File: src/rtl/fpu_pkg.sv
// Shared types and unit latencies for the FPU issue/writeback sequencer.
// Unit latencies here must stay within the sequencer's MAX_LAT.
package fpu_pkg;

  localparam int NUM_UNIT_MAX = 4;
  localparam int RD_MAX_W     = 8;
  localparam int LAT_W        = 4;

  typedef enum logic [1:0] {
    U_FABS = 2'd0,
    U_FNEG = 2'd1,
    U_FADD = 2'd2,
    U_FMUL = 2'd3
  } unit_e;

  localparam logic [LAT_W-1:0] FPU_LAT [NUM_UNIT_MAX] =
    '{4'd1, 4'd1, 4'd3, 4'd2};

  typedef struct packed {
    logic                valid;
    unit_e               unit;
    logic [RD_MAX_W-1:0] rd;
  } resv_t;

  function automatic logic [LAT_W-1:0] unit_lat(input unit_e u);
    return FPU_LAT[u];
  endfunction

endpackage

File: src/rtl/fpu_resv_shift.sv
// Writeback reservation array: shifts toward slot 0 every cycle,
// one indexed write and one indexed valid probe per cycle.
module fpu_resv_shift
  import fpu_pkg::*;
#(
  parameter int DEPTH = 8,
  parameter int IDX_W = 4
) (
  input  logic             sys_clk,
  input  logic             rst,
  input  logic             wr_en,
  input  logic [IDX_W-1:0] wr_idx,
  input  resv_t            wr_data,
  input  logic [IDX_W-1:0] rd_idx,
  output logic             rd_valid,
  output resv_t            head,
  output logic             any_valid
);

  localparam int RW = $bits(resv_t);

  resv_t [DEPTH-1:0] res_q;
  resv_t [DEPTH-1:0] res_d;

  always_comb begin
    res_d = res_q >> RW;
    for (int k = 0; k < DEPTH; k++) begin
      if (wr_en && wr_idx == IDX_W'(k)) begin
        res_d[k] = wr_data;
      end
    end
  end

  // Indices at or beyond DEPTH read as free.
  always_comb begin
    rd_valid  = 1'b0;
    any_valid = 1'b0;
    for (int k = 0; k < DEPTH; k++) begin
      if (rd_idx == IDX_W'(k)) begin
        rd_valid = res_q[k].valid;
      end
      any_valid = any_valid | res_q[k].valid;
    end
  end

  assign head = res_q[0];

  always_ff @(posedge sys_clk or posedge rst) begin
    if (rst) begin
      res_q <= '0;
    end else begin
      res_q <= res_d;
    end
  end

endmodule

File: src/rtl/fpu_issue.sv
// Issue/writeback sequencer for fixed-latency FPU units.
// Define FPU_ISSUE_CHECK_EN to enable the sticky protocol error flag.
module fpu_issue
  import fpu_pkg::*;
#(
  parameter int NUM_UNITS = 4,
  parameter int MAX_LAT   = 8,
  parameter int TAG_W     = 6
) (
  input  logic                   sys_clk,
  input  logic                   rst,
  input  logic                   in_valid,
  output logic                   in_ready,
  input  logic [1:0]             in_unit,
  input  logic [TAG_W-1:0]       in_rd,
  input  logic [31:0]            in_x,
  input  logic [31:0]            in_z,
  output logic [NUM_UNITS-1:0]   unit_valid,
  output logic [31:0]            unit_x,
  output logic [31:0]            unit_z,
  input  logic [32*NUM_UNITS-1:0] unit_y,
  input  logic [NUM_UNITS-1:0]   unit_out_valid,
  output logic                   wb_valid,
  output logic [TAG_W-1:0]       wb_rd,
  output logic [31:0]            wb_data,
  output logic                   busy,
  output logic                   err
);

  localparam int IDX_W = $clog2(MAX_LAT + 1);

  unit_e            unit_sel;
  logic [LAT_W-1:0] lat;
  logic [IDX_W-1:0] wr_idx;
  logic [IDX_W-1:0] rd_idx;
  logic             slot_busy;
  logic             any_res;
  logic             fire;
  logic             drop;
  logic             wr_en;
  resv_t            wr_res;
  resv_t            head;
  logic [31:0]      y_sel;

  assign unit_sel = unit_e'(in_unit);
  assign lat      = unit_lat(unit_sel);
  assign rd_idx   = IDX_W'(lat);
  assign wr_idx   = IDX_W'(lat - LAT_W'(1));

  assign in_ready = !rst && !slot_busy;
  assign fire     = in_valid && in_ready;
  assign drop     = fire && (int'(in_unit) >= NUM_UNITS);
  assign wr_en    = fire && !drop;

  always_comb begin
    wr_res       = '0;
    wr_res.valid = 1'b1;
    wr_res.unit  = unit_sel;
    wr_res.rd    = RD_MAX_W'(in_rd);
  end

  always_comb begin
    unit_valid = '0;
    for (int i = 0; i < NUM_UNITS; i++) begin
      unit_valid[i] = wr_en && (in_unit == 2'(i));
    end
  end

  assign unit_x = in_x;
  assign unit_z = in_z;

  fpu_resv_shift #(
    .DEPTH (MAX_LAT),
    .IDX_W (IDX_W)
  ) u_resv (
    .sys_clk   (sys_clk),
    .rst       (rst),
    .wr_en     (wr_en),
    .wr_idx    (wr_idx),
    .wr_data   (wr_res),
    .rd_idx    (rd_idx),
    .rd_valid  (slot_busy),
    .head      (head),
    .any_valid (any_res)
  );

  always_comb begin
    y_sel = '0;
    for (int i = 0; i < NUM_UNITS; i++) begin
      if (head.unit == 2'(i)) begin
        y_sel = unit_y[32*i +: 32];
      end
    end
  end

  // Tag and data hold their last value between writebacks.
  always_ff @(posedge sys_clk or posedge rst) begin
    if (rst) begin
      wb_valid <= 1'b0;
      wb_rd    <= '0;
      wb_data  <= '0;
    end else begin
      wb_valid <= head.valid;
      if (head.valid) begin
        wb_rd   <= head.rd[TAG_W-1:0];
        wb_data <= y_sel;
      end
    end
  end

  assign busy = any_res || wb_valid;

`ifdef FPU_ISSUE_CHECK_EN
  localparam int CNT_W = $clog2(MAX_LAT + 1);

  logic [CNT_W-1:0]     mask_cnt;
  logic [NUM_UNITS-1:0] due;
  logic                 viol;
  logic                 err_q;

  always_comb begin
    due = '0;
    for (int i = 0; i < NUM_UNITS; i++) begin
      due[i] = head.valid && (head.unit == 2'(i));
    end
    viol = drop
        || (|(unit_out_valid & ~due))
        || (head.valid && !(|(unit_out_valid & due)));
  end

  // Masking window lets results from before reset drain harmlessly.
  always_ff @(posedge sys_clk or posedge rst) begin
    if (rst) begin
      mask_cnt <= CNT_W'(MAX_LAT);
      err_q    <= 1'b0;
    end else begin
      if (mask_cnt != '0) begin
        mask_cnt <= mask_cnt - CNT_W'(1);
      end
      if (mask_cnt == '0 && viol) begin
        err_q <= 1'b1;
      end
    end
  end

  assign err = err_q;
`else
  assign err = 1'b0;
`endif

  logic unused_bits;
  assign unused_bits = ^{head.rd, unit_out_valid, drop};

endmodule

File: config.mk
export PLATFORM = sky130hd
export DESIGN_NAME = fpu_issue
export DESIGN_NICKNAME = d
export VERILOG_FILES = /design/src/rtl/fpu_pkg.sv /design/src/rtl/fpu_resv_shift.sv /design/src/rtl/fpu_issue.sv
export SDC_FILE = /design/constraint.sdc
export NUM_CORES = 1
export LEC_CHECK = 0
export BUFFER_PORTS_ARGS = -buffer_cell sky130_fd_sc_hd__buf_2
export CORE_AREA = 3 3 120 122
export CTS_BUF_LIST = sky130_fd_sc_hd__clkbuf_4 sky130_fd_sc_hd__clkbuf_8 sky130_fd_sc_hd__clkbuf_16
export DETAILED_ROUTE_END_ITERATION = 10
export DIE_AREA = 0 0 123 125
export PLACE_DENSITY = 0.61
export SKIP_CTS_REPAIR_TIMING = 1
export SLEW_MARGIN = 20
export SYNTH_ARGS = -nofsm -noshare
export SYNTH_HDL_FRONTEND = slang
export SYNTH_SLANG_ARGS = --single-unit
export TNS_END_PERCENT = 10
File: constraint.sdc
create_clock -name sys_clk -period 7.4 [get_ports sys_clk]
set_clock_uncertainty 0.1 [all_clocks]
set_input_delay 0.37 -clock sys_clk [delete_from_list [all_inputs] [get_ports sys_clk]]
set_output_delay 0.37 -clock sys_clk [all_outputs]
set_load 0.03 [all_outputs]
==> results_dict.tcl, run 1 <==
set metrics [dict create \
    clk_transition_reported_paths_ps 60 \
    cts.sinks 75 \
    antenna_cells 0 \
    synth-async-reset-ratio 1.00 \
    vias 2987 \
    seq_area_um2 1880 \
    timing.hold.ws_ps 199 \
    dieWidth_um 123 \
    ys_ff_latch 75 \
    routabilityCongestion 0.784 \
    route.met2.wl_um 6130 \
    synth.most_common_cell "dfrtp_1" \
    synth.cell_area_um2 4050 \
    maxCapViolations 0 \
    leakage_nw 2.56 \
    outcome "complete, no violations" \
    yosysWarnings 0 \
    drc_errors 0 \
    antenna_found_initial 0 \
    rsz0062_at_grt "false" \
    grtUsageTotal 0.151 \
    worstSkewPairLatency_ps 340 \
    wl_met1_um 4450 \
    worst_pin_slew_ps 1090 \
    critPathLaunchType "primary input" \
    fillCellCount 1307 \
    ff2ff_path_depth 2 \
    die_h_um 125 \
    wirelength_um 11900 \
    crit_fanout 76 \
    grt_pass1_vias 3144 \
    synth.top_cell.area_share 0.463 \
    synth_area_leaders "dfrtp_1 (46%), mux2i_1 (16%), buf_4 (12%)" \
    rows 42 \
    slew_violations 0 \
    synth_top_area_cell "dfrtp_1" \
    yosysSeqAreaShare 0.463 \
    cp_data_required_time_ps 6930 \
    highest_layer "met4" \
    dp_cells 626 \
    drt-initial-drc-count 103 \
    ys.flop_type "dfrtp_1" \
    overflow 0 \
    clockBufferDepth 2 \
    hold_depth 2 \
    area_growth_pct 23.1 \
    synth_edf_count 0 \
    timing.rr.end "wb_data[12]$_DFFE_PP0P_" \
    endpoint_kind "output port" \
    wl_per_cell_um 18.6 \
    hold_start "in_rd[0]" \
    io_pins 317 \
    finalCritPeriodShare 0.369 \
    met3_length_um 1110 \
    critPathKind "primary input to output port" \
    cp.arrival_ps 2260 \
    dieArea_um2 15400 \
    r2r-start "u_resv.head[8]$_DFF_PP0_" \
    hpwl_um 8940 \
    grt_max_degree 77 \
    portBuffers 183 \
    r2r_slack_ps 5470 \
    power-per-cell-area_nw_per_um2 241 \
    layout.nets 668 \
    cts_buffers 9 \
    max_freq_mhz 366 \
    syn_avg_cell_area_um2 12.0 \
    cts_tree "yes" \
    ctsRootBufferMaster "clkbuf_16" \
    drtPass1Iterations 4 \
    ir_worst_vdd_v 0.000200 \
    max-slew-margin-rel 0.275 \
    min_to "u_resv.head[0]$_DFF_PP0_" \
    fin_tns_setup_ps 0 \
    viasPerCell 4.65 \
    drive_above_1_share 0.509 \
    coreArea_um2 13300 \
    netlist_instances 338 \
    htreeDepth 3 \
    synth_common_cells "dfrtp_1 (75), buf_4 (65), mux2i_1 (65)" \
    finalHoldViolCount 0 \
    min_period_ps 2730 \
    multiInputGateArea_um2 1630 \
    ant_nets 0 \
    stdcell_count 642 \
    hold_path.class "primary input to register" \
    finalSetupViolCount 0 \
    synth.distinct_cells 26 \
    grt_first_pass_wirelength_um 17600 \
    initial_core_util 0.305 \
]
## where the power goes
part | leakage (nW) | total, mW | internal (mW) | switching, mW
registers | 0.889 | 0.492 | 0.456 | 0.0352
clock network | 0.150 | 0.448 | 0.276 | 0.172
logic | 1.52 | 0.261 | 0.108 | 0.153
## registers in the layout, indices dropped and copies added (netlist names)
name / cells
wb_valid: 1
u_resv.res_q: 27
wb_rd: 6
u_resv.head: 9
wb_data: 32
## cell families (layout without fill, tap and decap cells)
logic type / Yosys count / after routing / synth area share
other: 1 / 10 / 0.000925
muxes: 90 / 90 / 0.236
DFF: 75 / 75 / 0.463
buffers and inverters: 86 / 205 / 0.144
and+or+nand+nor: 53 / 53 / 0.0858
AOI/OAI and AO/OA: 33 / 33 / 0.0704
## worst max-delay path by stage
stage,startpoint,to,slack [ps]
finish,rst,unit_valid[1],4670
global route,rst,unit_valid[0],4410
CTS,rst,unit_valid[0],4530
detailed placement,rst,unit_valid[0],4530
global placement,rst,unit_valid[0],4550
floorplan,rst,unit_valid[0],3930
## cell type report
| class | instances | share of cell area |
|---|---|---|
| Multi-Input combinational cell | 186 | 0.326 |
| Inverter | 2 | 0.00176 |
| Sequential cell | 75 | 0.377 |
| Clock inverter | 5 | 0.0120 |
| Tap cell | 176 | 0.0442 |
| Clock buffer | 11 | 0.0494 |
| Timing Repair Buffer | 187 | 0.190 |
## stage by stage
stage / power [mW] / util / setup slack [ps] / cell area, um^2
after global routing: 1.27 / 0.375 / 4410 / 4990
after CTS: 1.23 / 0.375 / 4530 / 4990
after global placement: 0.761 / 0.352 / 4550 / 4680
final: 1.20 / 0.375 / 4670 / 4990
after floorplan: 0.722 / - / 3930 / 4090
after detailed placement: 0.766 / 0.352 / 4530 / 4680
## metal layers
metal  vias to the layer above  global-route usage
li1                       1375                   -
met1                      1450               0.165
met2                       142               0.261
met3                        20              0.0623
met4                         0              0.0560
met5                         -                   0
## cells in the final DEF, fill, tap and decap left out, drive strengths merged
cell      instances
buf             187
dfrtp            75
mux2i            65
nand2b           33
o221ai           32
mux2             25
clkbuf           11
conb             10
or2               4
nor2              3
inv               3
nand2             2
clkinv            2
nor2b             2
or2b              2
and2              2
and3              1
nand3b            1
or3               1
nor3b             1
nor3              1
a21oi             1
bufinv            1
clkinvlp          1
## critical path: stages
cell and delay [ps]:
buf_2 120, clkinv_2 40, buf_4 710, and3_1 630
and2_1 190, buf_2 200
No activity file was read; power rests on OpenSTA's default activity.
==> run 2: changes to the inputs <==
--- a/config.mk
+++ b/config.mk
@@ -10,7 +10,7 @@
 export CTS_BUF_LIST = sky130_fd_sc_hd__clkbuf_4 sky130_fd_sc_hd__clkbuf_8 sky130_fd_sc_hd__clkbuf_16
 export DETAILED_ROUTE_END_ITERATION = 10
 export DIE_AREA = 0 0 123 125
-export PLACE_DENSITY = 0.61
+export PLACE_DENSITY = 0.64
 export SKIP_CTS_REPAIR_TIMING = 1
 export SLEW_MARGIN = 20
 export SYNTH_ARGS = -nofsm -noshare
==> constraint.sdc (replaced) <==
create_clock -name sys_clk -period 2.5 [get_ports sys_clk]
set_clock_uncertainty 0.1 [all_clocks]
set_input_delay 0.125 -clock sys_clk [delete_from_list [all_inputs] [get_ports sys_clk]]
set_output_delay 0.125 -clock sys_clk [all_outputs]
set_load 0.03 [all_outputs]
==> results_dict.tcl, run 2 (synthesized netlist as in run 1, its figures left out) <==
set metrics [dict create \
    vias 3024 \
    critPathKind "register to output port" \
    worstSkewPairLatency_ps 330 \
    antenna_found_initial 1 \
    max-slew-margin-rel 0.364 \
    io_pins 317 \
    worstPathCellList "nor2_1 > and3_1 > nor2b_1 > buf_2" \
    drtPass1Iterations 4 \
    power_frac_comb 0.220 \
    die_h_um 125 \
    viasPerCell 4.64 \
    finalHoldViolCount 1 \
    p_seq_frac 0.391 \
    power.switching_mw 1.08 \
    wl_per_cell_um 18.0 \
    layout_commonest_cell "buf_2" \
    clk_transition_reported_paths_ps 60 \
    ir_worst_vdd_v 0.000500 \
    largest_reg_flops 32 \
    r2r_slack_ps 830 \
    cp_data_required_time_ps 2280 \
    cts.sinks 75 \
    p_total_mw 3.67 \
    critPathLaunchType "register" \
    dp_cells 628 \
    drt-initial-drc-count 132 \
    cp.arrival_ps 1710 \
    worst_pin_slew_ps 955 \
    clockBufferDepth 2 \
    overflow 0 \
    drive_above_1_share 0.503 \
    slew_violations 0 \
    violations "hold timing" \
    power-per-cell-area_nw_per_um2 717 \
    layout_common_cells "buf_2 (183), dfrtp_1 (74), mux2i_1 (65)" \
    cts_tree "yes" \
    grtUsageTotal 0.150 \
    max_stage_delay_ps 480 \
    outcome "finished, violations left" \
    finalSetupViolCount 0 \
    hold_path.class "primary input to register" \
    hold_depth 3 \
    maxCapViolations 0 \
    hold_start "unit_y[80]" \
    endpoint_kind "output port" \
    hpwl_um 8930 \
    initial_core_util 0.305 \
    drc_errors 0 \
    htreeDepth 3 \
    rows 42 \
    cts_buffers 9 \
    stdcell_count 652 \
    fin_tns_setup_ps 0 \
    layout.nets 677 \
    wirelength_um 11700 \
    area_growth_pct 26.1 \
    ctsRootBufferMaster "clkbuf_16" \
    cpMaxStageDelayCell "and3_1" \
    switching_share 0.296 \
    ant_nets 0 \
    grt_pass1_vias 3200 \
    p_int_mw 2.58 \
    portBuffers 183 \
    grt_first_pass_wirelength_um 17700 \
    min_period_ps 1940 \
    min_to "wb_data[16]$_DFFE_PP0P_" \
    finalCritPeriodShare 0.775 \
    coreArea_um2 13300 \
    regMostFlops "wb_data" \
    ff2ff_path_depth 3 \
    dieArea_um2 15400 \
    timing.rr.end "wb_data[10]$_DFFE_PP0P_" \
    crit_fanout 11 \
    max_freq_mhz 516 \
    leakage_nw 2.60 \
    rsz0062_at_grt "false" \
    clockPowerShare 0.389 \
    fillCellCount 1327 \
    routabilityCongestion 0.795 \
    timing.hold.ws_ps -0.462 \
    grt_max_degree 76 \
    dieWidth_um 123 \
    r2r-start "u_resv.head[8]$_DFF_PP0_" \
]
run 2: changes by cell type in the layout (fill, tap and decap cells not counted), sizes merged:
cell,previous run,this run
dlygate4sd3,0,7
bufinv,1,2
clkinvlp,1,2
buf,187,189
clkinv,2,0
inv,3,4
diode,0,1
clkbuf,11,10
run 2: area by class of cell:
type	count	area (um^2)	share of cell area
sequential	75	1880	0.368
multi-input combinational	186	1630	0.318
timing repair buffer	196	1040	0.204
clock buffer	10	233	0.0455
tap	176	220	0.0431
clock inverter	6	96.3	0.0188
inverter	2	11.3	0.00220
antenna	1	2.50	0.000489
run 2: worst max path at each step:
stage          cells past startpoint  slack, ps                   endpoint                        from
6_report                           4        560              unit_valid[0]  u_resv.res_q[21]$_DFF_PP0_
3_5_place_dp                       3        830    wb_data[10]$_DFFE_PP0P_    u_resv.head[8]$_DFF_PP0_
4_1_cts                            4        490              unit_valid[1]  u_resv.res_q[21]$_DFF_PP0_
5_1_grt                            4        400              unit_valid[0]  u_resv.res_q[21]$_DFF_PP0_
2_1_floorplan                      4        250  u_resv.head[10]$_DFF_PP0_                         rst
3_3_place_gp                       3        840    wb_data[12]$_DFFE_PP0P_    u_resv.head[8]$_DFF_PP0_
run 2: critical path: cells and delay by family (launching register included):
kind,cells,cell delay [ps]
AND/OR/NAND/NOR,3,780
flip-flops,1,390
buffers and inverters,1,210
run 2: power groups by stage:
stage	sequential (mW)	clock [mW]	combinational (mW)
3_5_place_dp	1.45	0	0.812
3_3_place_gp	1.45	0	0.802
6_report	1.43	1.42	0.807
2_1_floorplan	1.63	0	0.503
4_1_cts	1.44	1.48	0.815
5_1_grt	1.45	1.53	0.873
run 2: metrics by stage:
step	util	cell area [um^2]	setup slack, ps	hold slack, ps
global placement	0.354	4710	842	150
floorplan	-	4090	249	174
CTS	0.379	5040	486	-75.3
detailed placement	0.354	4710	835	150
finish	0.385	5110	562	-0.462
global route	0.385	5110	401	0.417
run 2: metal layers:
layer  up-vias  GRT usage  wire (um)
li1       1400          -          -
met1      1459      0.164       4230
met2       136      0.265       6380
met3        29     0.0587        900
met4         0     0.0495        213
met5         -          0          0
==> run 3: changes to the inputs <==
--- a/config.mk
+++ b/config.mk
@@ -6,11 +6,11 @@
 export NUM_CORES = 1
 export LEC_CHECK = 0
 export BUFFER_PORTS_ARGS = -buffer_cell sky130_fd_sc_hd__buf_2
-export CORE_AREA = 3 3 120 122
+export CORE_AREA = 3 3 121 123
 export CTS_BUF_LIST = sky130_fd_sc_hd__clkbuf_4 sky130_fd_sc_hd__clkbuf_8 sky130_fd_sc_hd__clkbuf_16
 export DETAILED_ROUTE_END_ITERATION = 10
-export DIE_AREA = 0 0 123 125
-export PLACE_DENSITY = 0.64
+export DIE_AREA = 0 0 124 126
+export PLACE_DENSITY = 0.61
 export SKIP_CTS_REPAIR_TIMING = 1
 export SLEW_MARGIN = 20
 export SYNTH_ARGS = -nofsm -noshare
==> constraint.sdc (replaced) <==
create_clock -name sys_clk -period 1.95 [get_ports sys_clk]
set_clock_uncertainty 0.1 [all_clocks]
set_input_delay 0.0975 -clock sys_clk [delete_from_list [all_inputs] [get_ports sys_clk]]
set_output_delay 0.0975 -clock sys_clk [all_outputs]
set_load 0.03 [all_outputs]
==> results_dict.tcl, run 3 (synthesized netlist as in run 1, its figures left out) <==
set metrics [dict create \
    clockBufferDepth 2 \
    critPathLaunchType "register" \
    finalHoldViolCount 10 \
    dieWidth_um 124 \
    leakage_nw 2.72 \
    vias 3150 \
    final_area_um2 5380 \
    violations "hold timing" \
    worstSkewPairLatency_ps 340 \
    dp_slack_ps 381 \
    drc_errors 0 \
    grt_max_degree 41 \
    min_to "wb_data[18]$_DFFE_PP0P_" \
    hpwl_um 8370 \
    rows 43 \
    slew_violations 0 \
    ant_nets 0 \
    regMostFlops "wb_data" \
    maxCapViolations 0 \
    max_stage_delay_ps 580 \
    r2r-start "u_resv.head[8]$_DFF_PP0_" \
    finalCritPeriodShare 0.943 \
    max-slew-margin-rel 0.666 \
    r2r_slack_ps 110 \
    layout_common_cells "buf_2 (183), dfrtp_1 (74), mux2i_1 (65)" \
    ir_worst_vdd_v 0.000581 \
    io_pins 317 \
    placedInstanceArea_um2 4760 \
    cts_buffers 9 \
    fin_ws_ps 111 \
    ff2ff_path_depth 4 \
    outcome "finished, violations left" \
    hold_start "unit_y[82]" \
    antenna_cells 0 \
    antenna_found_initial 0 \
    clk_transition_reported_paths_ps 60 \
    worst_pin_slew_ps 500 \
    critPathKind "register to register" \
    fillCellCount 1365 \
    layout_commonest_cell "buf_2" \
    grt_first_pass_wirelength_um 16100 \
    cpMaxStageDelayCell "dlygate4sd3_1" \
    cp_data_required_time_ps 2050 \
    cts_tree "yes" \
    timing.rr.end "wb_data[17]$_DFFE_PP0P_" \
    hold_path.class "primary input to register" \
    die_h_um 126 \
    drt-initial-drc-count 77 \
    crit_fanout 34 \
    drive_above_1_share 0.491 \
    rsz0062_at_grt "false" \
    cp_top_family "buffers and inverters" \
    drtPass1Iterations 4 \
    area_growth_pct 32.7 \
    viasPerCell 4.63 \
    grtUsageTotal 0.136 \
    largest_reg_flops 32 \
    cts.sinks 75 \
    layout.nets 703 \
    htreeDepth 3 \
    wl_per_cell_um 16.5 \
    portBuffers 183 \
    overflow 0 \
    cp_num_buf_inv 2 \
    min_period_ps 1840 \
    cp.arrival_ps 1940 \
    initial_core_util 0.294 \
    worstPathCellList "buf_12 > mux2i_1 > dlygate4sd3_1 > o221ai_1" \
    coreArea_um2 13800 \
    endpoint_kind "register" \
    timing.hold.ws_ps -24.1 \
    grt_pass1_vias 3162 \
    power-per-cell-area_nw_per_um2 869 \
    finalSetupViolCount 0 \
    dieArea_um2 15600 \
    ctsRootBufferMaster "clkbuf_16" \
    wirelength_um 11200 \
    routabilityCongestion 0.808 \
    hold_depth 3 \
    max_freq_mhz 544 \
]
run 3: metal layers:
layer  vias up  track usage  wire length [um]
met5         -            0                 0
met2       160        0.230              5860
met1      1518        0.151              4210
met3        23       0.0570               996
met4         0       0.0490               155
li1       1449            -                 -
run 3: worst max-delay path by stage:
stage	from	to	depth (start not counted)
detailed placement	u_resv.res_q[43]$_DFF_PP0_	u_resv.res_q[26]$_DFF_PP0_	2
finish	u_resv.head[8]$_DFF_PP0_	wb_data[17]$_DFFE_PP0P_	4
CTS	u_resv.res_q[43]$_DFF_PP0_	unit_valid[2]	3
global placement	u_resv.res_q[43]$_DFF_PP0_	u_resv.res_q[27]$_DFF_PP0_	2
global route	u_resv.head[8]$_DFF_PP0_	wb_data[3]$_DFFE_PP0P_	4
floorplan	rst	u_resv.head[10]$_DFF_PP0_	4
run 3: stage by stage:
step	setup TNS (ps)	instances	hold slack (ps)	utilization	power, mW
2_1_floorplan	-2240	347	146	-	2.74
3_3_place_gp	0	636	-46.6	0.346	2.90
3_5_place_dp	0	636	-36.5	0.346	2.92
4_1_cts	0	652	-412	0.369	4.70
5_1_grt	0	681	0.950	0.390	4.94
6_report	0	681	-24.1	0.390	4.67
run 3: layout make-up:
cell class,count,area [um^2],share of cell area
Sequential cell,75,1880,0.350
Clock inverter,6,78.8,0.0147
Tap cell,180,225,0.0419
Timing Repair Buffer,222,1310,0.243
Clock buffer,10,239,0.0444
Multi-Input combinational cell,186,1640,0.304
Inverter,2,11.3,0.00209
run 3: worst register-to-register path, delay by kind of cell, from the launching register on:
family                 cells  cell delay (ps)
buffers and inverters      2              810
flip-flops                 1              440
multiplexers               1              250
AO/OA/AOI/OAI              1              110
run 3: where the power goes:
part	total (mW)	internal, mW	leakage (nW)	switching (mW)
logic	1.11	0.474	1.67	0.639
clock network	1.74	1.05	0.158	0.689
registers	1.82	1.73	0.889	0.0850
